==> config.mk <==
export PLATFORM = sky130hd
export DESIGN_NAME = memory_stage
export DESIGN_NICKNAME = d
export VERILOG_FILES = /design/src/rtl/memory_stage.sv
export SDC_FILE = /design/constraint.sdc
export NUM_CORES = 1
export LEC_CHECK = 0
export BUFFER_PORTS_ARGS = -buffer_cell sky130_fd_sc_hd__clkbuf_2
export CAP_MARGIN = 15
export CORE_AREA = 2 2 220 222
export DETAILED_ROUTE_END_ITERATION = 7
export DIE_AREA = 0 0 222 224
export PLACE_DENSITY = 0.56
export SLEW_MARGIN = 20
export SYNTH_ARGS = -nofsm -noshare
export SYNTH_HDL_FRONTEND = slang
export SYNTH_SLANG_ARGS = --single-unit
export TNS_END_PERCENT = 5
==> constraint.sdc <==
create_clock -name clk -period 2.6 [get_ports clk]
set_input_delay 0.52 -clock clk [delete_from_list [all_inputs] [get_ports clk]]
set_output_delay 0.52 -clock clk [all_outputs]
set_load 0.1 [all_outputs]
==> src/rtl/memory_stage.sv <==
// MEM pipeline stage: holds the EXE->MEM bundle, issues one data SRAM
// request per load/store and hands the result to WB.
module memory_stage (
  input  logic        clk,
  input  logic        rst,
  input  logic        exe_valid,
  output logic        mem_allowin,
  input  logic [2:0]  load_op_EXE_MEM,
  input  logic [2:0]  store_op_EXE_MEM,
  input  logic [31:0] ALUResult_EXE_MEM,
  input  logic [31:0] RegRdata2_EXE_MEM,
  input  logic [31:0] PC_EXE_MEM,
  input  logic [31:0] HI_EXE_MEM,
  input  logic [31:0] LO_EXE_MEM,
  input  logic [31:0] cp0Rdata_EXE_MEM,
  input  logic [3:0]  RegWrite_EXE_MEM,
  input  logic [4:0]  RegWaddr_EXE_MEM,
  input  logic [1:0]  MFHL_EXE_MEM,
  input  logic        MemToReg_EXE_MEM,
  input  logic        mfc0_EXE_MEM,
  output logic        data_req,
  output logic        data_wr,
  output logic [3:0]  data_wen,
  output logic [31:0] data_addr,
  output logic [31:0] data_wdata,
  input  logic        data_addr_ok,
  input  logic        data_data_ok,
  input  logic [31:0] data_rdata,
  input  logic        wb_allowin,
  output logic        mem_wb_valid,
  output logic [31:0] ALUResult_MEM_WB,
  output logic [31:0] RegRdata2_MEM_WB,
  output logic [31:0] PC_MEM_WB,
  output logic [31:0] HI_MEM_WB,
  output logic [31:0] LO_MEM_WB,
  output logic [31:0] cp0Rdata_MEM_WB,
  output logic [3:0]  RegWrite_MEM_WB,
  output logic [4:0]  RegWaddr_MEM_WB,
  output logic [1:0]  MFHL_MEM_WB,
  output logic        MemToReg_MEM_WB,
  output logic        mfc0_MEM_WB,
  output logic        LB_MEM_WB,
  output logic        LBU_MEM_WB,
  output logic        LH_MEM_WB,
  output logic        LHU_MEM_WB,
  output logic [1:0]  LW_MEM_WB,
  output logic [31:0] MemRdata_MEM_WB
);

  typedef enum logic [1:0] {S_IDLE, S_REQ, S_WAIT, S_DONE} state_t;

  state_t      state;
  logic        mem_valid;
  logic [2:0]  load_op;
  logic [2:0]  store_op;
  logic        is_load, is_store, is_mem;
  logic        exe_is_mem;
  logic        load_en;
  logic        next_mem;
  logic        mem_ready;
  logic [1:0]  a;

  assign is_load    = (load_op != 3'd0);
  assign is_store   = (store_op >= 3'd1) && (store_op <= 3'd5);
  assign is_mem     = is_load || is_store;
  assign exe_is_mem = (load_op_EXE_MEM != 3'd0) ||
                      ((store_op_EXE_MEM >= 3'd1) && (store_op_EXE_MEM <= 3'd5));

  assign mem_ready    = (mem_valid && !is_mem) || (state == S_DONE) ||
                        ((state == S_WAIT) && data_data_ok);
  assign mem_allowin  = !mem_valid || (mem_ready && wb_allowin);
  assign mem_wb_valid = mem_valid && mem_ready;
  assign load_en      = exe_valid && mem_allowin;
  assign next_mem     = load_en && exe_is_mem;

  // Pipeline register: bundle loads on accept, valid follows exe_valid
  always_ff @(posedge clk or negedge rst) begin
    if (!rst) begin
      mem_valid        <= 1'b0;
      load_op          <= '0;
      store_op         <= '0;
      ALUResult_MEM_WB <= '0;
      RegRdata2_MEM_WB <= '0;
      PC_MEM_WB        <= '0;
      HI_MEM_WB        <= '0;
      LO_MEM_WB        <= '0;
      cp0Rdata_MEM_WB  <= '0;
      RegWrite_MEM_WB  <= '0;
      RegWaddr_MEM_WB  <= '0;
      MFHL_MEM_WB      <= '0;
      MemToReg_MEM_WB  <= 1'b0;
      mfc0_MEM_WB      <= 1'b0;
      LB_MEM_WB        <= 1'b0;
      LBU_MEM_WB       <= 1'b0;
      LH_MEM_WB        <= 1'b0;
      LHU_MEM_WB       <= 1'b0;
      LW_MEM_WB        <= '0;
    end else begin
      if (mem_allowin) mem_valid <= exe_valid;
      if (load_en) begin
        load_op          <= load_op_EXE_MEM;
        store_op         <= store_op_EXE_MEM;
        ALUResult_MEM_WB <= ALUResult_EXE_MEM;
        RegRdata2_MEM_WB <= RegRdata2_EXE_MEM;
        PC_MEM_WB        <= PC_EXE_MEM;
        HI_MEM_WB        <= HI_EXE_MEM;
        LO_MEM_WB        <= LO_EXE_MEM;
        cp0Rdata_MEM_WB  <= cp0Rdata_EXE_MEM;
        RegWrite_MEM_WB  <= RegWrite_EXE_MEM;
        RegWaddr_MEM_WB  <= RegWaddr_EXE_MEM;
        MFHL_MEM_WB      <= MFHL_EXE_MEM;
        MemToReg_MEM_WB  <= MemToReg_EXE_MEM;
        mfc0_MEM_WB      <= mfc0_EXE_MEM;
        LB_MEM_WB        <= (load_op_EXE_MEM == 3'd1);
        LBU_MEM_WB       <= (load_op_EXE_MEM == 3'd2);
        LH_MEM_WB        <= (load_op_EXE_MEM == 3'd3);
        LHU_MEM_WB       <= (load_op_EXE_MEM == 3'd4);
        case (load_op_EXE_MEM)
          3'd5:    LW_MEM_WB <= 2'b11;
          3'd6:    LW_MEM_WB <= 2'b10;
          3'd7:    LW_MEM_WB <= 2'b01;
          default: LW_MEM_WB <= 2'b00;
        endcase
      end
    end
  end

  // Request FSM; data_req is a registered output set on entry to S_REQ
  always_ff @(posedge clk or negedge rst) begin
    if (!rst) begin
      state    <= S_IDLE;
      data_req <= 1'b0;
    end else begin
      case (state)
        S_IDLE: if (next_mem) begin
          state    <= S_REQ;
          data_req <= 1'b1;
        end
        S_REQ: if (data_addr_ok) begin
          state    <= S_WAIT;
          data_req <= 1'b0;
        end
        S_WAIT: if (data_data_ok) begin
          if (!wb_allowin)   state <= S_DONE;
          else if (next_mem) begin
            state    <= S_REQ;
            data_req <= 1'b1;
          end else           state <= S_IDLE;
        end
        S_DONE: if (wb_allowin) begin
          if (next_mem) begin
            state    <= S_REQ;
            data_req <= 1'b1;
          end else   state <= S_IDLE;
        end
        default: begin
          state    <= S_IDLE;
          data_req <= 1'b0;
        end
      endcase
    end
  end

  // Read data capture, only on completion while waiting
  always_ff @(posedge clk or negedge rst) begin
    if (!rst)                                  MemRdata_MEM_WB <= '0;
    else if ((state == S_WAIT) && data_data_ok) MemRdata_MEM_WB <= data_rdata;
  end

  assign a         = ALUResult_MEM_WB[1:0];
  assign data_addr = {ALUResult_MEM_WB[31:2], 2'b00};
  assign data_wr   = is_store;

  // Byte-lane enables and aligned write data for the held store
  always_comb begin
    data_wen   = '0;
    data_wdata = RegRdata2_MEM_WB;
    case (store_op)
      3'd1: begin
        data_wen   = 4'b0001 << a;
        data_wdata = {4{RegRdata2_MEM_WB[7:0]}};
      end
      3'd2: begin
        data_wen   = (a == 2'd0) ? 4'b0011 : (a == 2'd2) ? 4'b1100 : 4'b0000;
        data_wdata = {2{RegRdata2_MEM_WB[15:0]}};
      end
      3'd3: data_wen = 4'b1111;
      3'd4: begin
        case (a)
          2'd0: begin data_wen = 4'b0001; data_wdata = {24'd0, RegRdata2_MEM_WB[31:24]}; end
          2'd1: begin data_wen = 4'b0011; data_wdata = {16'd0, RegRdata2_MEM_WB[31:16]}; end
          2'd2: begin data_wen = 4'b0111; data_wdata = {8'd0,  RegRdata2_MEM_WB[31:8]};  end
          default: begin data_wen = 4'b1111; data_wdata = RegRdata2_MEM_WB; end
        endcase
      end
      3'd5: begin
        case (a)
          2'd0: begin data_wen = 4'b1111; data_wdata = RegRdata2_MEM_WB; end
          2'd1: begin data_wen = 4'b1110; data_wdata = {RegRdata2_MEM_WB[23:0], 8'd0};  end
          2'd2: begin data_wen = 4'b1100; data_wdata = {RegRdata2_MEM_WB[15:0], 16'd0}; end
          default: begin data_wen = 4'b1000; data_wdata = {RegRdata2_MEM_WB[7:0], 24'd0}; end
        endcase
      end
      default: ;
    endcase
  end

endmodule

==> Yosys cells after proc, flatten, opt, wreduce, memory -nomap -nowiden <==
Index checks and enable logic that the tools add are counted.
W data, S select, Z words.
{ "totals": {"regBits": 253, "input_bits": 249, "out_inout_bits": 315, "word_cells": 90} }
{ "classes": {"magnitude_cmp": 4, "n_eq_ne": 21, "n_shift": 1, "mux": 21, "reduce_logical": 21} }
{ "ops": {"columns": ["cell", "n"], "rows": [
  ["$pmux W32 S3", 2],
  ["$pmux W32 S4", 1],
  ["$pmux W4 S5", 1],
  ["$eq A3 B3 Y1 const B", 6],
  ["$eq A3 B2 Y1 const B", 4],
  ["$pmux W4 S3", 1],
  ["$mux W2", 5],
  ["$pmux W3 S3", 1],
  ["$logic_and A1 B1 Y1", 8],
  ["$mux W4", 2],
  ["$ne A2 B2 Y1 const B", 4],
  ["$pmux W2 S4", 1],
  ["$eq A2 B2 Y1 const B", 3],
  ["$eq A3 B1 Y1 const B", 2],
  ["$ge A3 B1 Y1 const B", 2],
  ["$le A3 B3 Y1 const B", 2],
  ["$pmux W2 S3", 1],
  ["$reduce_bool A3 Y1", 2],
  ["$logic_or A1 B1 Y1", 5],
  ["$mux W1", 5],
  ["$eq A2 B1 Y1 const B", 2],
  ["$logic_not A2 Y1", 2],
  ["$pmux W1 S4", 1],
  ["$reduce_and A4 Y1", 1],
  ["other kinds (3)", 4]
]} }

==> Logic depth before layout (Yosys ltp) <==
{ "depth": {"word_depth": 15, "mapped_depth": 9, "ltp_nobuf": 7} }

==> Worst setup path before layout <==
Ideal clock, no wire load.
{ "synth_timing": {"path_kind": "register -> output", "from": "reg ALUResult_MEM_WB[1]", "to": "out data_wdata[24]", "t_arrival_ns": 4.063, "required_ns": 2.080, "slack_ns": -1.983, "stages_incl_launch_ff": 6, "n_path_buf": 2, "cell_sequence": "dfrtp_1 clkbuf_1 buf_1 mux4_2 a21oi_1 o21ai_0"} }
{ "synth_via": {"elab_chain_cells": 3, "word_cells_on_any_way": 6, "cone_classes": "eq/ne: 2; mux: 3; reduce/logical: 1"} }
{ "synth_lines": {"columns": ["item", "line_no", "text"], "rows": [
  ["start: declaration", "31", "output logic [31:0] ALUResult_MEM_WB,"],
  ["start signal: assignment", "103", "ALUResult_MEM_WB <= ALUResult_EXE_MEM;"],
  ["$eq A2 B2 Y1 (tied with other cells)", "189, 197", null],
  ["$pmux W32 S3 (on tied branches)", "197, 189", null],
  ["$pmux W32 S4 *", "178", "case (store_op)"],
  ["end: declaration", "25", "output logic [31:0] data_wdata,"]
]} }
Every way passes the cells marked *; elsewhere a longest branch is shown, timed or not.

==> Worst setup path after layout <==
{ "layout_timing": {"from": "reg store_op[1]", "to": "out data_wdata[20]"} }
{ "layout_via": {"elab_chain_cells": 2, "word_cells_on_any_way": 5, "cone_classes": "eq/ne: 4; mux: 1"} }
{ "layout_lines": {"columns": ["item", "line_no", "text"], "rows": [
  ["start: declaration", "55", "logic [2:0] store_op;"],
  ["start signal: assignment", "102", "store_op <= store_op_EXE_MEM;"],
  ["$eq A3 B3 Y1 (tied with other cells)", "178", null],
  ["$pmux W32 S4 *", "178", null]
]} }
Marked as above.

==> run metrics <==
status=finished, violations left; failing checks=setup timing; met3 routed WL=3108 µm; Post-Syn Area per Cell=13.65 µm²; max-cap viol count=0; Arr. time, crit path=2380 ps; vias in the first global route=9446; die height=224 µm; Crit Path Category=reg -> out; Total GRT Usage=13.91%; hpwl dp=27640 µm; Crit path required time=2080 ps; slowest CP cell=dfrtp_1; starting density of the core=23.39%; CP max stage delay=430 ps; cells after synthesis=811; Slew Limit Headroom=58.45%; startpoint types=flip-flop; Worst Skew=16.79 ps; commonest non-fill, non-tap cell in the layout=clkbuf_2; Final ANT Viol Nets=0; Hold WS=186.2 ps; gpl congestion=0.8246; unrepaired setup endpoints after global routing=yes; core region area=0.04735 mm²; proportion of layout cells with a drive suffix above 1=71.43%; most frequent cells in the layout=clkbuf_2, dfrtp_1, mux2_2; Mapped Area=0.01107 mm²; Top FF cell, synth=dfrtp_1; global-route wire length before repair=54550 µm; fin nets=1635; DR vias/cell=4.416; worst-path cell chain=inv_2 -> ha_4 -> a211o_1 -> o211ai_1 -> clkbuf_16 -> nand2_1 -> o21ai_4 -> buf_12; P&R area growth vs syn=53.16%; final worst-path cycle share=111.6%; placed cells=1956; Worst-Skew Late Latency=560 ps; Port-buffer cells=561; Setup crit end kind=output pin; drt first pass iters=5; Min-Delay Path Class=in -> reg; Final Max Tran Viols=0; largest buffer count on any clock path=3; CTS H-tree lvls=1; io pins=564; count of unique library cells instantiated by Yosys=50; fmax=0.3445 GHz; Crit Path Max Fanout=14; Finish-stage setup viols=38; multi-input logic area=0.004776 mm²; gr ovfl total=0; Hold Vio Cnt, Final=0; number of fillers in the final layout=4700; DR WL/cell=17.96 µm; met2 wire length=18340 µm; synthesis-stage register bit count=253; final worst slack=-302.8 ps; Synth async-reset ratio=100.0%; Initial DRC Count=481; CTS root buf=clkbuf_16; Ys Warns=0; Max Used Layer=met5; Non-Filler Instances=2023; Fin Setup TNS=-8431 ps; Buf/Inv on CP=3; top cell family by delay on the critical path=compound AO/OA/AOI/OAI gates; Worst-path clk slew=70 ps; wire length on met1=14110 µm; initial antenna violation count=2; total area of sequential cells=0.006341 mm²; TritonCTS buffer count=30; DRC viols=0; Die W=222 µm; CTS tree=built; clk sinks=253; largest net degree at the start of global routing=64; routed vias=8934; std cell rows=80; worst slew pin tran=617.5 ps; WL final=36340 µm; Post-synth EDFFs=0; Die ar.=0.04973 mm²; Tmin final=2903 ps; part of the Yosys area used for sequential elements=57.18%
worst paths after layout:
check / startpoint / endpoint / slack, ps / depth (start not counted)
min in group asynchronous: rst / RegRdata2_MEM_WB[27]$_DFFE_PN0P_ / 530 / 2
max reg2reg: store_op[2]$_DFFE_PN0P_ / ALUResult_MEM_WB[26]$_DFFE_PN0P_ / 160 / 7
min: LO_EXE_MEM[24] / LO_MEM_WB[24]$_DFFE_PN0P_ / 190 / 2
max in group asynchronous: rst / MemRdata_MEM_WB[30]$_DFFE_PN0P_ / 1260 / 3
max: store_op[1]$_DFFE_PN0P_ / data_wdata[20] / -300 / 8
min reg2reg: load_op[1]$_DFFE_PN0P_ / load_op[1]$_DFFE_PN0P_ / 480 / 2
worst register-to-register path: cells and delay by family, from the launching register on:
kind	cells	cell delay [ps]
muxes	1	370
AOI/OAI and AO/OA	2	490
buffers and inverters	3	620
and+or+nand+nor	1	370
DFF	1	480
synth_stat cells (3+ instances only):
cell type	number	area (µm²)
buf_1	6	22.52
a21oi_1	16	80.08
o21ai_0	36	180.2
nand2b_1	4	25.02
mux2_2	241	2714
buf_6	3	33.78
nor3_1	4	20.02
nand2_1	47	176.4
buf_2	23	115.1
ha_1	3	37.54
inv_1	5	18.77
and2_1	4	25.02
a22oi_1	10	75.07
nor2_1	14	52.55
a222oi_1	5	50.05
clkbuf_1	20	75.07
a21o_1	3	22.52
o31ai_1	3	22.52
mux4_2	8	180.2
dfrtp_1	253	6331
a22o_1	20	175.2
buf_4	32	240.2
a221oi_1	8	70.07
nor2b_1	8	50.05
nand3_1	3	15.01
o41ai_1	3	26.28
per-layer routing:
| layer | up-vias | GRT usage [%] |
|---|---|---|
| met5 | - | 0 |
| met4 | 2 | 4.141 |
| met3 | 48 | 4.224 |
| met2 | 419 | 24.41 |
| li1 | 4045 | - |
| met1 | 4420 | 16.36 |
per-stage QoR:
step | cell area [µm²] | util (%) | setup slack [ps]
after floorplan | 11400 | - | -248.3
after global placement | 15610 | 32.96 | 136.9
after detailed placement | 15610 | 32.96 | 151.4
after CTS | 16830 | 35.54 | -317.7
after global routing | 16960 | 35.82 | -414.8
final | 16960 | 35.82 | -302.8
cell families (layout without fill, tap and decap cells):
kind of cell	Yosys count	in the layout	share of synthesized area, %
multiplexers	249	249	26.14
buffers and inverters	89	684	4.565
other	1	3	0.03387
adder cells (fa/ha/maj)	3	3	0.3390
flip-flops	253	253	57.18
AO/OA/AOI/OAI	121	121	7.661
XOR/XNOR	1	1	0.07911
AND/OR/NAND/NOR	94	94	4.011
layout make-up:
cell class	instances	share of cell area, %
sequential	253	37.39
multi-input combinational	470	28.16
timing repair buffer	623	23.95
clock buffer	48	5.422
tap	615	4.537
clock inverter	8	0.4205
inverter	5	0.1107
antenna	1	0.01475
state kept, by name, indices dropped and copies added (netlist names), 3 cells and up:
register          count
RegRdata2_MEM_WB     32
cp0Rdata_MEM_WB      32
load_op               3
HI_MEM_WB            32
ALUResult_MEM_WB     32
RegWaddr_MEM_WB       5
store_op              3
MemRdata_MEM_WB      32
LO_MEM_WB            32
PC_MEM_WB            32
RegWrite_MEM_WB       4
timing repair:
action                     4_1_cts  5_1_grt
setup endpoints to repair       38       38
hold buffers                     1        0
pin swaps                        9        6
hold endpoints to repair        54        0
setup buffers                    6        3
gates cloned                     0        0
resized for setup               41       36
Power is left out: the tool's default activity adds up to more than one toggle a clock period on the data nets, which glitch-free logic cannot reach.
